[src/rtl/cdc_sync_fifo_frontend_if.sv]
// -----------------------------------------------------------------------------
// cdc_sync_fifo_frontend_if
// Groups the FIFO side of the receive front end into one bundle.
//   flush_i    : synchronous FIFO clear (driven by master)
//   wr_i       : write request           (driven by master)
//   wr_data_i  : write data, WIDTH bits  (driven by master)
//   rd_i       : read request            (driven by master)
//   rd_data_o  : registered read data    (driven by slave / FIFO)
//   full_o     : FIFO full               (driven by slave / FIFO)
//   empty_o    : FIFO empty              (driven by slave / FIFO)
//   filled_o   : occupancy 0..DEPTH      (driven by slave / FIFO)
// WIDTH and DEPTH must match the parameters of the attached front end.
// -----------------------------------------------------------------------------
interface cdc_sync_fifo_frontend_if #(
    parameter int unsigned WIDTH = 16,
    parameter int unsigned DEPTH = 16
);
    localparam int unsigned CW = $clog2(DEPTH) + 1;

    logic             flush_i;
    logic             wr_i;
    logic [WIDTH-1:0] wr_data_i;
    logic             rd_i;
    logic [WIDTH-1:0] rd_data_o;
    logic             full_o;
    logic             empty_o;
    logic [CW-1:0]    filled_o;

    modport master (
        output flush_i, wr_i, wr_data_i, rd_i,
        input  rd_data_o, full_o, empty_o, filled_o
    );

    modport slave (
        input  flush_i, wr_i, wr_data_i, rd_i,
        output rd_data_o, full_o, empty_o, filled_o
    );
endinterface

[src/rtl/cdc_sync_fifo_frontend.sv]
// -----------------------------------------------------------------------------
// cdc_sync_fifo_frontend
// Single-clock receive front end for an asynchronous serial interface.
// Three independent functions share one clock and one reset:
//   * strobe synchronizer : stb_i -> stb_q_o plus one-cycle edge pulses
//                           stb_pe_o (rising) and stb_ne_o (falling)
//   * level synchronizer  : lvl_i -> lvl_q_o, both stages reset to LVL_RESET
//   * FIFO                : DEPTH x WIDTH circular buffer with registered read
//                           data and a registered fill count (fifo bundle)
// Ports:
//   clk_i    : system clock, all state on the rising edge
//   reset_i  : synchronous active-high reset of the whole block
//   stb_i, stb_q_o, stb_pe_o, stb_ne_o : strobe synchronizer
//   lvl_i, lvl_q_o                     : level synchronizer
//   fifo     : FIFO handshake bundle (slave side)
// -----------------------------------------------------------------------------
module cdc_sync_fifo_frontend #(
    parameter int unsigned WIDTH     = 16,
    parameter int unsigned DEPTH     = 16,
    parameter logic        LVL_RESET = 1'b1
) (
    input  logic clk_i,
    input  logic reset_i,

    input  logic stb_i,
    output logic stb_q_o,
    output logic stb_pe_o,
    output logic stb_ne_o,

    input  logic lvl_i,
    output logic lvl_q_o,

    cdc_sync_fifo_frontend_if.slave fifo
);
    localparam int unsigned AW = $clog2(DEPTH);
    localparam int unsigned CW = AW + 1;
    localparam logic [CW-1:0] FULL_CNT = CW'(DEPTH);

    // -------------------------------------------------------------------------
    // Strobe synchronizer: bits [1:0] are the metastability chain, bit 2 is the
    // previous synchronized value used only for edge detection.
    // -------------------------------------------------------------------------
    logic [2:0] stb_sync_q;
    logic [2:0] stb_sync_d;

    always_comb begin
        stb_sync_d = {stb_sync_q[1:0], stb_i};
    end

    always_ff @(posedge clk_i) begin
        if (reset_i) begin
            stb_sync_q <= 3'b000;
        end else begin
            stb_sync_q <= stb_sync_d;
        end
    end

    assign stb_q_o  = stb_sync_q[1];
    assign stb_pe_o =  stb_sync_q[1] & ~stb_sync_q[2];
    assign stb_ne_o = ~stb_sync_q[1] &  stb_sync_q[2];

    // -------------------------------------------------------------------------
    // Level synchronizer
    // -------------------------------------------------------------------------
    logic [1:0] lvl_sync_q;
    logic [1:0] lvl_sync_d;

    always_comb begin
        lvl_sync_d = {lvl_sync_q[0], lvl_i};
    end

    always_ff @(posedge clk_i) begin
        if (reset_i) begin
            lvl_sync_q <= {2{LVL_RESET}};
        end else begin
            lvl_sync_q <= lvl_sync_d;
        end
    end

    assign lvl_q_o = lvl_sync_q[1];

    // -------------------------------------------------------------------------
    // FIFO
    // -------------------------------------------------------------------------
    logic [WIDTH-1:0] mem [DEPTH];

    logic [AW-1:0]    wptr_q,    wptr_d;
    logic [AW-1:0]    rptr_q,    rptr_d;
    logic [CW-1:0]    filled_q,  filled_d;
    logic [WIDTH-1:0] rd_data_q, rd_data_d;

    logic full;
    logic empty;
    logic wr_acc;
    logic rd_acc;

    assign full  = (filled_q == FULL_CNT);
    assign empty = (filled_q == '0);

    always_comb begin
        // Flags come from the registered count, so a write on a full FIFO is
        // refused even when a read frees a slot in the same cycle, and a read
        // on an empty FIFO is refused even when a write arrives alongside it.
        // Reset and flush also block the memory write so a clear never leaves
        // a stray word behind the zeroed pointers.
        wr_acc = fifo.wr_i & ~full & ~fifo.flush_i & ~reset_i;
        rd_acc = fifo.rd_i & ~empty;

        wptr_d    = wptr_q;
        rptr_d    = rptr_q;
        filled_d  = filled_q;
        rd_data_d = rd_data_q;

        if (fifo.flush_i) begin
            wptr_d    = '0;
            rptr_d    = '0;
            filled_d  = '0;
            rd_data_d = '0;
        end else begin
            if (wr_acc) begin
                wptr_d = wptr_q + AW'(1);
            end
            if (rd_acc) begin
                rptr_d    = rptr_q + AW'(1);
                rd_data_d = mem[rptr_q];
            end
            case ({wr_acc, rd_acc})
                2'b10:   filled_d = filled_q + CW'(1);
                2'b01:   filled_d = filled_q - CW'(1);
                default: filled_d = filled_q;
            endcase
        end
    end

    always_ff @(posedge clk_i) begin
        if (reset_i) begin
            wptr_q    <= '0;
            rptr_q    <= '0;
            filled_q  <= '0;
            rd_data_q <= '0;
        end else begin
            wptr_q    <= wptr_d;
            rptr_q    <= rptr_d;
            filled_q  <= filled_d;
            rd_data_q <= rd_data_d;
        end
    end

    // Storage has no reset; stale words are unreachable once pointers clear.
    always_ff @(posedge clk_i) begin
        if (wr_acc) begin
            mem[wptr_q] <= fifo.wr_data_i;
        end
    end

    assign fifo.rd_data_o = rd_data_q;
    assign fifo.full_o    = full;
    assign fifo.empty_o   = empty;
    assign fifo.filled_o  = filled_q;

endmodule

[src/flat_wrapper.sv]
// flat-port wrapper written by rule: the top's interface ports become plain ports
module cdc_sync_fifo_frontend_flat 
#(
    parameter int unsigned WIDTH     = 16,
    parameter int unsigned DEPTH     = 16,
    parameter logic        LVL_RESET = 1'b1
)
  (clk_i, reset_i, stb_i, stb_q_o, stb_pe_o, stb_ne_o, lvl_i, lvl_q_o, fifo_flush_i, fifo_wr_i, fifo_wr_data_i, fifo_rd_i, fifo_rd_data_o, fifo_full_o, fifo_empty_o, fifo_filled_o);
  cdc_sync_fifo_frontend_if #(.WIDTH(WIDTH), .DEPTH(DEPTH)) fifo_i ();
  input  logic clk_i;
  input  logic reset_i;
  input  logic stb_i;
  output logic stb_q_o;
  output logic stb_pe_o;
  output logic stb_ne_o;
  input  logic lvl_i;
  output logic lvl_q_o;
  input wire logic [$bits(fifo_i.flush_i)-1:0] fifo_flush_i;
  input wire logic [$bits(fifo_i.wr_i)-1:0] fifo_wr_i;
  input wire logic [$bits(fifo_i.wr_data_i)-1:0] fifo_wr_data_i;
  input wire logic [$bits(fifo_i.rd_i)-1:0] fifo_rd_i;
  output wire logic [$bits(fifo_i.rd_data_o)-1:0] fifo_rd_data_o;
  output wire logic [$bits(fifo_i.full_o)-1:0] fifo_full_o;
  output wire logic [$bits(fifo_i.empty_o)-1:0] fifo_empty_o;
  output wire logic [$bits(fifo_i.filled_o)-1:0] fifo_filled_o;
  assign fifo_i.flush_i = fifo_flush_i;
  assign fifo_i.wr_i = fifo_wr_i;
  assign fifo_i.wr_data_i = fifo_wr_data_i;
  assign fifo_i.rd_i = fifo_rd_i;
  assign fifo_rd_data_o = fifo_i.rd_data_o;
  assign fifo_full_o = fifo_i.full_o;
  assign fifo_empty_o = fifo_i.empty_o;
  assign fifo_filled_o = fifo_i.filled_o;
  cdc_sync_fifo_frontend #(.WIDTH(WIDTH), .DEPTH(DEPTH), .LVL_RESET(LVL_RESET)) u_core (.clk_i(clk_i), .reset_i(reset_i), .stb_i(stb_i), .stb_q_o(stb_q_o), .stb_pe_o(stb_pe_o), .stb_ne_o(stb_ne_o), .lvl_i(lvl_i), .lvl_q_o(lvl_q_o), .fifo(fifo_i));
endmodule
[config.mk]
export PLATFORM = sky130hd
export DESIGN_NAME = cdc_sync_fifo_frontend_flat
export DESIGN_NICKNAME = d
export VERILOG_FILES = /design/src/rtl/cdc_sync_fifo_frontend_if.sv /design/src/rtl/cdc_sync_fifo_frontend.sv /design/src/flat_wrapper.sv
export SDC_FILE = /design/constraint.sdc
export NUM_CORES = 1
export LEC_CHECK = 0
export CAP_MARGIN = 20
export CORE_AREA = 2 2 188 208
export DETAILED_ROUTE_END_ITERATION = 16
export DIE_AREA = 0 0 190 210
export HOLD_SLACK_MARGIN = 0.12
export PLACE_DENSITY = 0.56
export SLEW_MARGIN = 10
export SYNTH_ARGS = -nofsm -noshare
export SYNTH_HDL_FRONTEND = slang
export SYNTH_SLANG_ARGS = --single-unit
export TNS_END_PERCENT = 10
[constraint.sdc]
create_clock -name clk_i -period 3.8 [get_ports clk_i]
set_input_delay 0.38 -clock clk_i [delete_from_list [all_inputs] [get_ports clk_i]]
set_output_delay 0.38 -clock clk_i [all_outputs]
set_load 0.01 [all_outputs]
# ---- Yosys cells after proc, flatten, opt, wreduce, memory -nomap -nowiden
# Memory sizes are Yosys's and may differ from the RTL's. A register that Yosys moved wholly into a read port is not among the register bits.
# Cells that the tools add are included.
dict set report totals {
  wordCells 31
  regBits 18
  ram_bits 256
  out_inout_bits 27
  inputBits 23
  n_memories 1
}
dict set report op_classes {
  n_bitwise 12
  reduce_logical 3
  n_eq_ne 3
  muxes 3
  add_sub_neg 4
}
# name depth word_bits rd rd_clocked_by_memory_dff wr line
set mem_list {}
lappend mem_list {u_core.mem 16 16 1 1 1 cdc_sync_fifo_frontend.sv:85} ;# logic [WIDTH-1:0] mem [DEPTH];
# op count
set op_table {}
lappend op_table {{$pmux W5 S2} 1}
lappend op_table {{$add A4 B1 Y4 const B} 2}
lappend op_table {{$and A1 B1 Y1} 6}
lappend op_table {{$not A1 Y1} 6}
lappend op_table {{$add A5 B1 Y5 const B} 1}
lappend op_table {{$eq A5 B5 Y1 const B} 1}
lappend op_table {{$logic_not A5 Y1} 1}
lappend op_table {{$sub A5 B1 Y5 const B} 1}
lappend op_table {{$eq A2 B1 Y1 const B} 1}
lappend op_table {{$eq A2 B2 Y1 const B} 1}
lappend op_table {{$mux W1} 2}
lappend op_table {{$reduce_bool A2 Y1} 1}
lappend op_table {{$reduce_or A2 Y1} 1}

# ---- Longest topological paths before layout
dict set report logic_depth {
  ltp_word 7
  mapped_depth 10
}

# ---- Least setup slack after synthesis
# No wires, ideal clock.
dict set report synth_path {
  kind {input to register}
  start {input port fifo_flush_i}
  end {memory u_core.mem[0][0] (enable)}
  cell_stages 4
  arrival_ns 2.358
  required_ns 3.391
  path_slack_ns 1.033
  path_buffers 0
  setup_time_ns 0.409
  cell_sequence {or2_2 -> a211oi_1 -> nand2_1 -> nor3_1}
}
dict set report synth_between {
  elab_chain_len 5
}
# element line
set synth_lines {}
lappend synth_lines {{from (decl)} flat_wrapper.sv:18} ;# input wire logic [$bits(fifo_i.flush_i)-1:0] fifo_flush_i;
lappend synth_lines {{$not A1 Y1} cdc_sync_fifo_frontend.sv:106} ;# wr_acc = fifo.wr_i & ~full & ~fifo.flush_i & ~reset_i;
lappend synth_lines {{$and A1 B1 Y1 (2 in a row)} cdc_sync_fifo_frontend.sv:106}
lappend synth_lines {{$mux W1} cdc_sync_fifo_frontend.sv:151} ;# if (wr_acc) begin
lappend synth_lines {{$mux W1 (not written as such)} cdc_sync_fifo_frontend.sv:152} ;# mem[wptr_q] <= fifo.wr_data_i;
lappend synth_lines {{to (decl)} cdc_sync_fifo_frontend.sv:85}
# No other way between the ends.

# ---- Worst setup path after layout
dict set report layout_path {
  start {input port reset_i}
  end {register u_core.filled_q[4], in the netlist u_core.fifo.filled_o[4]}
}
dict set report layout_between {
  elab_chain_len 4
  elab_cells_between_ends 7
  cone_classes {2 x eq/ne; 1 x mux; 2 x bitwise; 2 x reduce/logical}
}
# element line
set layout_lines {}
lappend layout_lines {{from (decl)} flat_wrapper.sv:11} ;# input logic reset_i;
lappend layout_lines {{$not A1 Y1} cdc_sync_fifo_frontend.sv:106}
lappend layout_lines {{$and A1 B1 Y1} cdc_sync_fifo_frontend.sv:106}
lappend layout_lines {{$eq A2 B1 Y1 / $eq A2 B2 Y1 (equally long branches)} cdc_sync_fifo_frontend.sv:127} ;# case ({wr_acc, rd_acc})
lappend layout_lines {{$pmux W5 S2 / $reduce_bool A2 Y1 (equally long branches)} --}
lappend layout_lines {{to (signal assigned)} cdc_sync_fifo_frontend.sv:144} ;# filled_q <= filled_d;
lappend layout_lines {{to (decl)} cdc_sync_fifo_frontend.sv:89} ;# logic [CW-1:0] filled_q, filled_d;
# Several ways; a longest one is shown, not always the timed one.
# A chain may end at the register's enable or synchronous reset.

==> key figures <==
Routing
  • DRT Pass-1 Iters: 5
  • Top sig layer: met4
  • Met3 WL: approximately 1200 um
  • Drt wl/cell: 20.7 um
  • Final wirelength: 25200 um
  • Remaining antenna violation count: 0
  • Met2 routed WL: about 12000 um
  • DR vias: 5814
  • Routed vias/inst: 4.77
  • Met1 WL: around 12000 um
  • DRC errors left: 0
  • Initial detailed-routing violation count: 411

Global routing
  • First-pass GRT wire length: around 38000 um
  • Grt ovf: 0
  • GRT Resource Usage Total: 12.8%
  • Largest net degree at the start of global routing: 44
  • Number of global-route vias before repair: approximately 6k
  • Initial antenna violation count: 0

Layout
  • NumNets Final: about 730
  • FILL cells: ~3.6k
  • Multi-input gate area in the final layout: 2650 um2
  • Antenna Cells: 0
  • Layout cell share with drive strength beyond 1: 19.1%
  • Area delta synth->final: 20.6%
  • Most common cell after layout, fill and taps aside: edfxtp_1
  • Post-Layout Inst Area: 13500 um2
  • Most frequent cells in the layout: edfxtp_1, mux2i_1, clkdlybuf4s50_1
  • Register area: approximately 8400 um2

Min path
  • WHS Path Cells: 2
  • Hold Path Class: in2reg
  • Hold Crit Endpoint: u_core.stb_sync_q[0]
  • Hold_sp: stb_i

Critical path
  • Stages on the worst setup path: 11
  • WP buf/inv: 3
  • Most used cell, CP: mux2i_1
  • FF-to-FF Start: u_core.fifo.filled_o[0]
  • Worst setup EP type: flop
  • Crit-path cells: clkdlybuf4s50_1 -> or2_2 -> a211oi_1 -> buf_4 -> inv_1 -> ha_1 -> fa_1 -> a21o_1 -> a21oi_1 -> mux2i_1 -> mux2i_1
  • R2R setup slack: approximately 1.2 ns
  • CP max stage cell: clkdlybuf4s50_1
  • Crit path max-delay family: buffers and inverters
  • Crit path max fanout: 12
  • Required @ worst endpoint: between 4 and 5 ns
  • WS Path Type: in2reg
  • Worst-case reg-to-reg path depth: 10
  • R2R Path End: u_core.fifo.filled_o[4]
  • Crit path largest cell delay: about 0.50 ns
  • Worst path arrival time: between 3 and 4 ns
  • Startpoint types: input pin

CTS
  • Post-CTS Hold Buffers: 0
  • CTS H-tree lvls: 1
  • Post-CTS Setup Bufs: 0
  • Cts repair resizes: 0
  • CTS Sinks: 290
  • CTS tree: yes
  • CTS max path bufs: 3
  • Worst-Skew Late Latency: roughly 0.57 ns
  • Root Driver: clkbuf_16
  • CTS Buf Count: 31
  • Clock-pin transition on the worst setup and hold timing paths: about 0.06 ns

Power and ir drop
  • Max IR drop VDD: roughly 0.34 mV
  • Leak Pwr: 4.14 nW
  • PwrDens: 501 nW/um2

STA
  • Clock Skews: roughly 0.015 ns
  • Least-Margin Pin Slew: between 0.9 and 1 ns
  • Total negative slack: 0 ns
  • Max-slew violations: 0
  • Slew headroom: ~34%
  • RSZ-0062 raised after global routing: false
  • Final hold viol count: 0
  • Final min period: 2.72 ns
  • Max frequency: 367 MHz
  • Crit share post-route: between 70% and 80%
  • Endpoints failing setup: 0

Floorplan
  • Rows: between 70 and 80
  • Initial Utilization: 29.6%
  • Core area: about 38000 um2
  • Die X: ~190 um
  • Die Ht: 210 um
  • I/O pins: 50
  • Die ar.: ~40000 um2

Status
  • Status: finished clean

Yosys
  • Primary FF master, synth: edfxtp_1
  • Area contributors post-synth: edfxtp_1, mux2i_1, dfxtp_1, mux4_2, o22ai_1
  • Async SR Flop Fraction: 0%
  • Post-synth net total: roughly 650
  • Cells after Synth: 619
  • Number of synthesized flops with an enable pin: about 260
  • Top cell type's share of synthesized area: between 60% and 70%
  • Yosys cell types: slightly above 40
  • Synthesized area: 11200 um2
  • Seq cells post-synth: between 200 and 300
  • Seq/Total Area, Yosys: about 75%
  • Largest area contributor in the netlist: edfxtp_1
  • Avg Inst Size Synth: 18.1 um2
  • Synthesis Warnings: 0

Placement
  • DP Area: around 12000 um2
  • Dpl hpwl: about 14000 um
  • Count of input and output buffers: 49
  • Routability congestion estimate: 0.695

Flow run
  • Max-cap viol count: 0
## where the power goes
part           internal, mW  leakage (nW)  switching, mW
registers              3.48          2.58        0.00665
logic                0.0500          1.03         0.0804
clock network          1.91         0.538           1.23
total                  5.44          4.14           1.32
## cells in the mapped netlist (all sizes together) (5+ instances only)
library cell  count
inv               5
nor2b             8
nand2             6
a22oi            16
nor2             43
dfxtp            34
o22ai            32
o21ai            17
mux2i            69
edfxtp          256
ha                9
mux4             32
a31oi            16
clkbuf           12
buf              23
## flip-flops by register name, indices dropped and copies added (netlist names)
name                   count
u_core.rptr_q              4
u_core.mem               256
u_core.fifo.filled_o       5
u_core.wptr_q              4
u_core.lvl_sync_q          2
u_core.fifo.rd_data_o     16
u_core.stb_sync_q          3
## metrics by stage
step	util [%]	power [mW]	hold WS (ns)	worst slack, ns	instances
2_1_floorplan	-	3.60	0.389	1.03	619
3_3_place_gp	32.8	3.68	0.401	0.521	1161
3_5_place_dp	32.8	3.68	0.403	0.491	1161
4_1_cts	35.6	6.82	0.368	1.07	1219
5_1_grt	35.6	6.97	0.377	0.854	1219
6_report	35.6	6.76	0.392	1.08	1219
## layer usage
| metal | vias to the layer above | global-route usage, % |
|---|---|---|
| met4 | 0 | 3.58 |
| met5 | - | 0 |
| met3 | 40 | 2.05 |
| met1 | 3005 | 17.9 |
| met2 | 139 | 20.6 |
| li1 | 2630 | - |
## worst register-to-register path: cells and delay by family, from the launching register on
kind,cells,cell delay (ns)
AO/OA/AOI/OAI,3,0.47
adder cells (fa/ha/maj),2,0.59
buffers and inverters,2,0.22
flip-flops,1,0.39
multiplexers,2,0.42
AND/OR/NAND/NOR,1,0.48
## area by class of cell
type | count | area share (%)
Tap cell | 500 | 4.64
Timing Repair Buffer | 77 | 5.38
Multi-Input combinational cell | 289 | 19.6
Clock inverter | 15 | 1.50
Inverter | 5 | 0.139
Clock buffer | 43 | 6.61
Sequential cell | 290 | 62.1
## logic make-up after synthesis
family	Yosys count	synth area share (%)
AND/OR/NAND/NOR	76	3.25
XOR/XNOR	8	0.627
adder cells (fa/ha/maj)	10	1.19
AO/OA/AOI/OAI	94	5.46
buffers and inverters	40	1.93
multiplexers	101	12.7
flip-flops	290	74.9
## worst max-delay path by stage
stage	end	startpoint	slack [ns]
final	u_core.fifo.filled_o[4]	reset_i	1.08
after global routing	u_core.fifo.filled_o[4]	reset_i	0.85
after CTS	u_core.fifo.filled_o[4]	reset_i	1.07
after detailed placement	u_core.fifo.filled_o[4]	reset_i	0.49
after global placement	u_core.fifo.filled_o[4]	reset_i	0.52
after floorplan	u_core.mem[0][0]	fifo_flush_i	1.03
Power figures use the tool's default switching activity.
